### config.mk
export PLATFORM = sky130hd
export DESIGN_NAME = nxd_timer
export DESIGN_NICKNAME = d
export VERILOG_FILES = /design/src/rtl/nxd_timer.sv
export SDC_FILE = /design/constraint.sdc
export NUM_CORES = 1
export LEC_CHECK = 0
export CAP_MARGIN = 15
export CORE_AREA = 3 3 63 65
export CTS_BUF_LIST = sky130_fd_sc_hd__clkbuf_8 sky130_fd_sc_hd__clkbuf_16
export DETAILED_ROUTE_END_ITERATION = 16
export DIE_AREA = 0 0 66 68
export HOLD_SLACK_MARGIN = 0.05
export PLACE_DENSITY_LB_ADDON = 0.25
export SLEW_MARGIN = 10
export SYNTH_ARGS = -nofsm -noshare
export SYNTH_HDL_FRONTEND = slang
export SYNTH_SLANG_ARGS = --single-unit
### constraint.sdc
create_clock -name clk -period 3.4 [get_ports clk]
set_input_delay 1.02 -clock clk [delete_from_list [all_inputs] [get_ports clk]]
set_output_delay 1.02 -clock clk [all_outputs]
set_load 0.01 [all_outputs]
### src/rtl/nxd_timer.sv
`default_nettype none
// +--------------------------------------------------------------------------+
// | nxd_timer - KS10 bus-acknowledge watchdog: IO wait/busy, memory NXM and  |
// | an optional fault log (build with NXD_ERRLOG_EN).        Revision: 1.0   |
// +--------------------------------------------------------------------------+
module nxd_timer #(
    parameter int IO_TIMEOUT  = 10,
    parameter int MEM_TIMEOUT = 64,
    parameter int CNTW        = 8
) (
    input  logic        clk,
    input  logic        rst,
    input  logic [0:35] cpuADDRO,
    input  logic        cpuREQO,
    input  logic        cpuACKI,
    input  logic        ioCLEAR,
    input  logic        wruDONE,
    input  logic        errCLR,
    output logic        ioWAIT,
    output logic        ioBUSY,
    output logic        nxmERR,
    output logic [0:35] errADDR,
    output logic [0:7]  errCOUNT
);

    localparam int c_BIT_WRU  = 6;
    localparam int c_BIT_VECT = 7;
    localparam int c_BIT_IO   = 8;

    localparam logic [CNTW-1:0] c_IO_LAST  = CNTW'(IO_TIMEOUT - 1);
    localparam logic [CNTW-1:0] c_MEM_LAST = CNTW'(MEM_TIMEOUT - 1);

    typedef enum logic [2:0] {
        ST_IDLE   = 3'd0,
        ST_COUNT  = 3'd1,
        ST_ACKIO1 = 3'd2,
        ST_ACKIO2 = 3'd3,
        ST_ACKWRU = 3'd4,
        ST_ACKVEC = 3'd5,
        ST_NOACK  = 3'd6,
        ST_NXM    = 3'd7
    } state_t;

    state_t          r_state;
    logic [CNTW-1:0] r_cnt;
    logic            r_busy;
    logic            r_io;
    logic            r_wru;
    logic            r_vect;

    logic w_bus_io;
    logic w_bus_wru;
    logic w_bus_vect;
    logic w_req;
    logic w_last;
    logic w_timeout;

    assign w_bus_io   = cpuADDRO[c_BIT_IO];
    assign w_bus_wru  = cpuADDRO[c_BIT_WRU];
    assign w_bus_vect = cpuADDRO[c_BIT_VECT];
    assign w_req      = cpuREQO & ~cpuACKI;

    assign w_last    = (r_cnt == (r_io ? c_IO_LAST : c_MEM_LAST));
    assign w_timeout = (r_state == ST_COUNT) & ~cpuACKI & w_last;

    assign ioWAIT = w_bus_io & w_req & ((r_state == ST_IDLE) | (r_state == ST_COUNT));
    assign ioBUSY = (w_bus_io & w_req & (r_state == ST_IDLE)) | r_busy;
    assign nxmERR = (r_state == ST_NXM);

    always_ff @(posedge clk or negedge rst) begin
        if (!rst) begin
            r_state <= ST_IDLE;
            r_cnt   <= '0;
            r_busy  <= 1'b0;
            r_io    <= 1'b0;
            r_wru   <= 1'b0;
            r_vect  <= 1'b0;
        end else begin
            case (r_state)
                ST_IDLE: begin
                    if (ioCLEAR)
                        r_busy <= 1'b0;
                    if (w_req) begin
                        r_io    <= w_bus_io;
                        r_wru   <= w_bus_wru;
                        r_vect  <= w_bus_vect;
                        r_cnt   <= '0;
                        r_state <= ST_COUNT;
                        if (w_bus_io)
                            r_busy <= 1'b1;
                    end
                end
                ST_COUNT: begin
                    // An ack on the final count still wins over the timeout.
                    if (cpuACKI) begin
                        if (!r_io)
                            r_state <= ST_IDLE;
                        else if (r_wru)
                            r_state <= ST_ACKWRU;
                        else if (r_vect)
                            r_state <= ST_ACKVEC;
                        else
                            r_state <= ST_ACKIO1;
                    end else if (w_last) begin
                        r_state <= r_io ? ST_NOACK : ST_NXM;
                    end else begin
                        r_cnt <= r_cnt + CNTW'(1);
                    end
                end
                ST_ACKIO1: r_state <= ST_ACKIO2;
                ST_ACKIO2: begin
                    if (ioCLEAR) begin
                        r_busy  <= 1'b0;
                        r_state <= ST_IDLE;
                    end
                end
                ST_ACKWRU: begin
                    if (wruDONE) begin
                        r_busy  <= 1'b0;
                        r_state <= ST_IDLE;
                    end
                end
                ST_ACKVEC: begin
                    if (!w_bus_vect) begin
                        r_busy  <= 1'b0;
                        r_state <= ST_IDLE;
                    end
                end
                ST_NOACK: begin
                    // Non-WRU timeouts leave busy set as the page-fault flag.
                    if (r_wru) begin
                        r_busy <= 1'b0;
                        if (!w_bus_wru)
                            r_state <= ST_IDLE;
                    end else begin
                        r_state <= ST_IDLE;
                    end
                end
                ST_NXM:  r_state <= ST_IDLE;
                default: r_state <= ST_IDLE;
            endcase
        end
    end

`ifdef NXD_ERRLOG_EN
    logic [0:35] r_addr;
    logic [0:35] r_err_addr;
    logic [0:7]  r_err_cnt;

    always_ff @(posedge clk or negedge rst) begin
        if (!rst) begin
            r_addr     <= '0;
            r_err_addr <= '0;
            r_err_cnt  <= '0;
        end else begin
            if ((r_state == ST_IDLE) && w_req)
                r_addr <= cpuADDRO;
            // A simultaneous clear restarts the count from this fault.
            if (w_timeout) begin
                r_err_addr <= r_addr;
                if (errCLR)
                    r_err_cnt <= 8'd1;
                else if (r_err_cnt != 8'hFF)
                    r_err_cnt <= r_err_cnt + 8'd1;
            end else if (errCLR) begin
                r_err_addr <= '0;
                r_err_cnt  <= '0;
            end
        end
    end

    assign errADDR  = r_err_addr;
    assign errCOUNT = r_err_cnt;
`else
    logic w_unused_log;
    assign w_unused_log = ^{cpuADDRO[0:5], cpuADDRO[9:35], errCLR, w_timeout};

    assign errADDR  = '0;
    assign errCOUNT = '0;
`endif

endmodule
`default_nettype wire

==> results.txt <==
The routed via count is 1,000, and the standard cell core area is 3390 sq um. The tools report the data arrival time of the critical path as 2.30 ns. Ranked by total cell area, the synthesized netlist is headed by dfrtp_1 28%, buf_4 25%, a21oi_1 4.6%. The number of hold buffers added after cts came out at 0.

Clock net sink count: 15. For the overall overflow remaining after global route, the log shows 0. Port buffering added 11 buffers. Across all register-to-register paths, the minimum setup slack is 1.59 ns.

For hold timing, the worst endpoint is r_busy. The vias per cell is 4.59, and the actual slew at the worst max-slew pin is 0.677 ns. Worst setup slack after placement: -0.340 ns. Walking the worst path, the cells encountered are clkdlybuf4s50_1 > and3_2 > nor2b_1 > or2_2 > dlygate4sd2_1. After clock tree synthesis, the clock-pin slew on the worst setup and hold paths is 0.06 ns. The total global-route track usage was 11.5%.

The first global-routing pass estimated 4020 um of wire. Layout overhead on the synthesized area: 3.04%. Critical hold path startpoint: r_busy.

The repair_antennas step left the layout with diodes totalling 0. At the worst endpoint, the required time is 2.38 ns. Once placement finished, the instance area stood at 1310 sq um. The boundary pin count is 90, and the time the final worst path needs with I/O delays and setup is 3.32 ns. In this run the critical register-to-register path is captured at r_cnt[5].

Registers are responsible for 39.6% of the overall power. The Yosys warning count was 0; the power per cell area was 607 nW/um^2. The distinct cell type count of the synthesized netlist was 41.

The logs give 38.9% for the initial core utilization and 28.5% for the portion of the post-synthesis area used by sequential elements. Standard cell with the maximum stage delay on the critical path: clkdlybuf4s50_1. dfrtp_1 takes more of the synthesized area than any other cell. In the final routed layout, each cell accounts on average for 11.4 um. Row generation in the floorplan step produced 21 rows. The logs give 0 for the number of nets with antenna violations after detailed routing and 472 uW for the total internal power.

The max capacitance violation total was 0; the chip height was 68 um. Largest family of logic cells by synthesized area: buffers and inverters. Critical path class: in -> out.

For the maximum level of the CTS H-tree, the log shows 1. The tools report the clock root buffer as clkbuf_8. The run finished with clean final reports. For the final sum of negative setup slack, the log shows 0 ns. Derived from the worst setup path, the maximum achievable clock frequency is 0.301 GHz. Number of slew-limit violations in the final report: 0. The run gives 3 as the clock buffer count from CTS. In the synthesized netlist, the number of instances is 157. A synthesized cell averages 8.40 sq um.

The arithmetic-cell share of the synthesized area counting full adders, half adders and majority gates is 0.949%. STA classifies the critical path startpoint as a primary input. For the final database, setup skew stands at 0.00194 ns. At the end of routability-driven placement, the weighted congestion stood at 0.837. In this run the number of cells on the critical path is 5. Setup repair after global routing left no endpoint under its margin.

In this run switching power makes up 42.8% of total power. The final instance area is 1360 sq um, and the die outline area is 4490 sq um. Number of synthesized register bits: 15. The tools report the initial antenna violation count as 0.

The final count of negative-setup-slack endpoints is 0. The completed layout was analyzed and its total power is 825 uW. The peak supply drop is 0.187 mV. The most used flip-flop cell after synthesis is dfrtp_1.

The worst register-to-register path begins at r_state[2]. The number of flops mapped to enable cells by yosys came out at 0. The combinational power share came out at 42.9%. In this run the static leakage power is 0.669 nW. The worst setup path is captured at a primary output. Together, buffers and inverters on the worst path number 2. Along the worst path, the maximum fanout reaches 2. Among all cell types in the netlist, the one instantiated most often is buf_4. Final worst-path cycle share: 97.7%.

Measured along the x axis, the die boundary spans 66 um. The net count of the finished layout is 217. The number of cells on the worst hold path came out at 1. The portion of netlist area occupied by mux cells was 0%. The clock insertion delay at the later pin of the skew report is 0.25 ns. Among cell families on the critical path, the largest total delay comes from buffers and inverters.

No sink is reached through more buffers than the 2 on the longest clock path. The sum of routed wire length over all layers was 2490 um. In this run, the number of DRC markers left after iteration 0 of detailed routing was 47. Buffers added to address setup during post-CTS repair amount to 0.

Summing the areas of all xor and xnor instances in the mapped netlist gives 1.33% of the synthesized area. Summed over all nets, the switching power comes to 353 uW. The synthesized netlist devotes 17.6% of its cell area to compound gates. TritonCTS built the clock tree.

The share of flip-flops with an asynchronous set or reset is 100%, and the share of power burned in the clock network is 17.6%. Summing the areas of all and, or, nand and nor instances in the mapped netlist gives 21.5% of the synthesized area. The share of the synthesized area in the top cell type came out at 28.5%. The min-delay analysis places its worst path in the category reg -> reg. The share of final-layout standard cells stronger than drive strength 1 is 10.5%. In the routed design, unresolved DRC markers number 0. The first TritonRoute pass finished after 4 iterations.

The tools report the number of hold violations in the final report as 0. Counting instances in the post-synthesis netlist gives the leading cell types as 44 x buf_4, 15 x dfrtp_1, 14 x nand2_1. On the worst path, the slowest cell contributes a delay of 0.39 ns. The logs give 17 for the pin count of the biggest net entering global routing and 1910 um for the detailed-placement wirelength estimate. For the via count of the first global-routing pass, the log shows 925. The worst path meets setup with 0.0798 ns of slack.

Relative max-transition margin: 54.7%. The mapped netlist covers 1320 sq um. The depth of the worst register-to-register path works out to 5.
-- cell type report --
class                   instances  area, sq um
multi-input cells             132          711
clock inverters                 1         3.75
repair buffers                 17          155
inverters                       4         15.0
well taps                      46         57.6
fillers                       353         2030
clock buffers                   3         41.3
flip-flops and latches         15          375
-- kinds of logic (layout without fill, tap and decap cells) --
family	Yosys count	in the layout
other	1	44
adder cells (fa/ha/maj)	1	1
AND/OR/NAND/NOR	50	50
XOR/XNOR	2	2
buffers and inverters	53	25
AO/OA/AOI/OAI	35	35
flip-flops	15	15
-- layer usage --
metal / part of all wire (%) / vias up / GRT usage, %
met3: 7.5 / 6 / 2.63
met2: 47 / 43 / 18.3
met5: 0 / - / 0
met1: 43 / 466 / 14.1
met4: 2.4 / 0 / 7.11
li1: - / 485 / -
-- stage by stage --
stage	utilization (%)	cells	hold WS [ns]
after global routing	40.1	218	0.498
after floorplan	-	200	0.442
after CTS	40.0	218	0.477
after detailed placement	38.8	214	0.463
final	40.1	218	0.472
after global placement	38.8	214	0.451
-- power groups by stage --
| stage | Combinational (mW) | Clock [mW] | Sequential (mW) |
|---|---|---|---|
| floorplan | 0.363 | 0 | 0.285 |
| global placement | 0.348 | 0 | 0.327 |
| detailed placement | 0.359 | 0 | 0.327 |
| CTS | 0.355 | 0.148 | 0.324 |
| global route | 0.408 | 0.158 | 0.339 |
| finish | 0.354 | 0.145 | 0.326 |
-- worst max-delay path by stage --
stage	start	end	slack [ns]
final	cpuADDRO[8]	ioBUSY	0.08
after global routing	cpuADDRO[8]	ioBUSY	0.03
after CTS	cpuREQO	ioBUSY	0.02
after detailed placement	cpuACKI	ioBUSY	-0.34
after global placement	cpuACKI	ioBUSY	-0.34
after floorplan	cpuACKI	ioBUSY	0.64
-- timing repair --
item,4_1_cts,5_1_grt
gates cloned,0,0
setup endpoints to repair,2,2
gates resized for setup,2,1
hold endpoints to repair,0,0
-- sequential cells by signal (all words and copies together) (netlist names) --
register,flops
r_state,3
r_wru,1
r_io,1
r_cnt,8
r_busy,1
r_vect,1
-- worst reg2reg max path, delay by kind of cell, from the launching register on --
family          cells  cell delay, ns
buf+inv             1            0.16
simple gates        2            0.69
flops               1            0.50
compound gates      2            0.39
-- cell usage in the layout (no fill, tap or decap), types with 2 or more instances in the layout --
cell type         n
conb_1           44
dfrtp_1          15
nand2_1          14
a21oi_1          12
nor2_1            9
o21ai_0           9
clkdlybuf4s50_1   8
nand3_1           6
buf_4             6
inv_1             5
nand2b_1          3
nand4_1           3
clkbuf_8          3
and3_2            2
o2bb2ai_1         2
o211ai_1          2
a21o_1            2
dlygate4sd2_1     2
No activity file was read; power rests on OpenSTA's default activity.
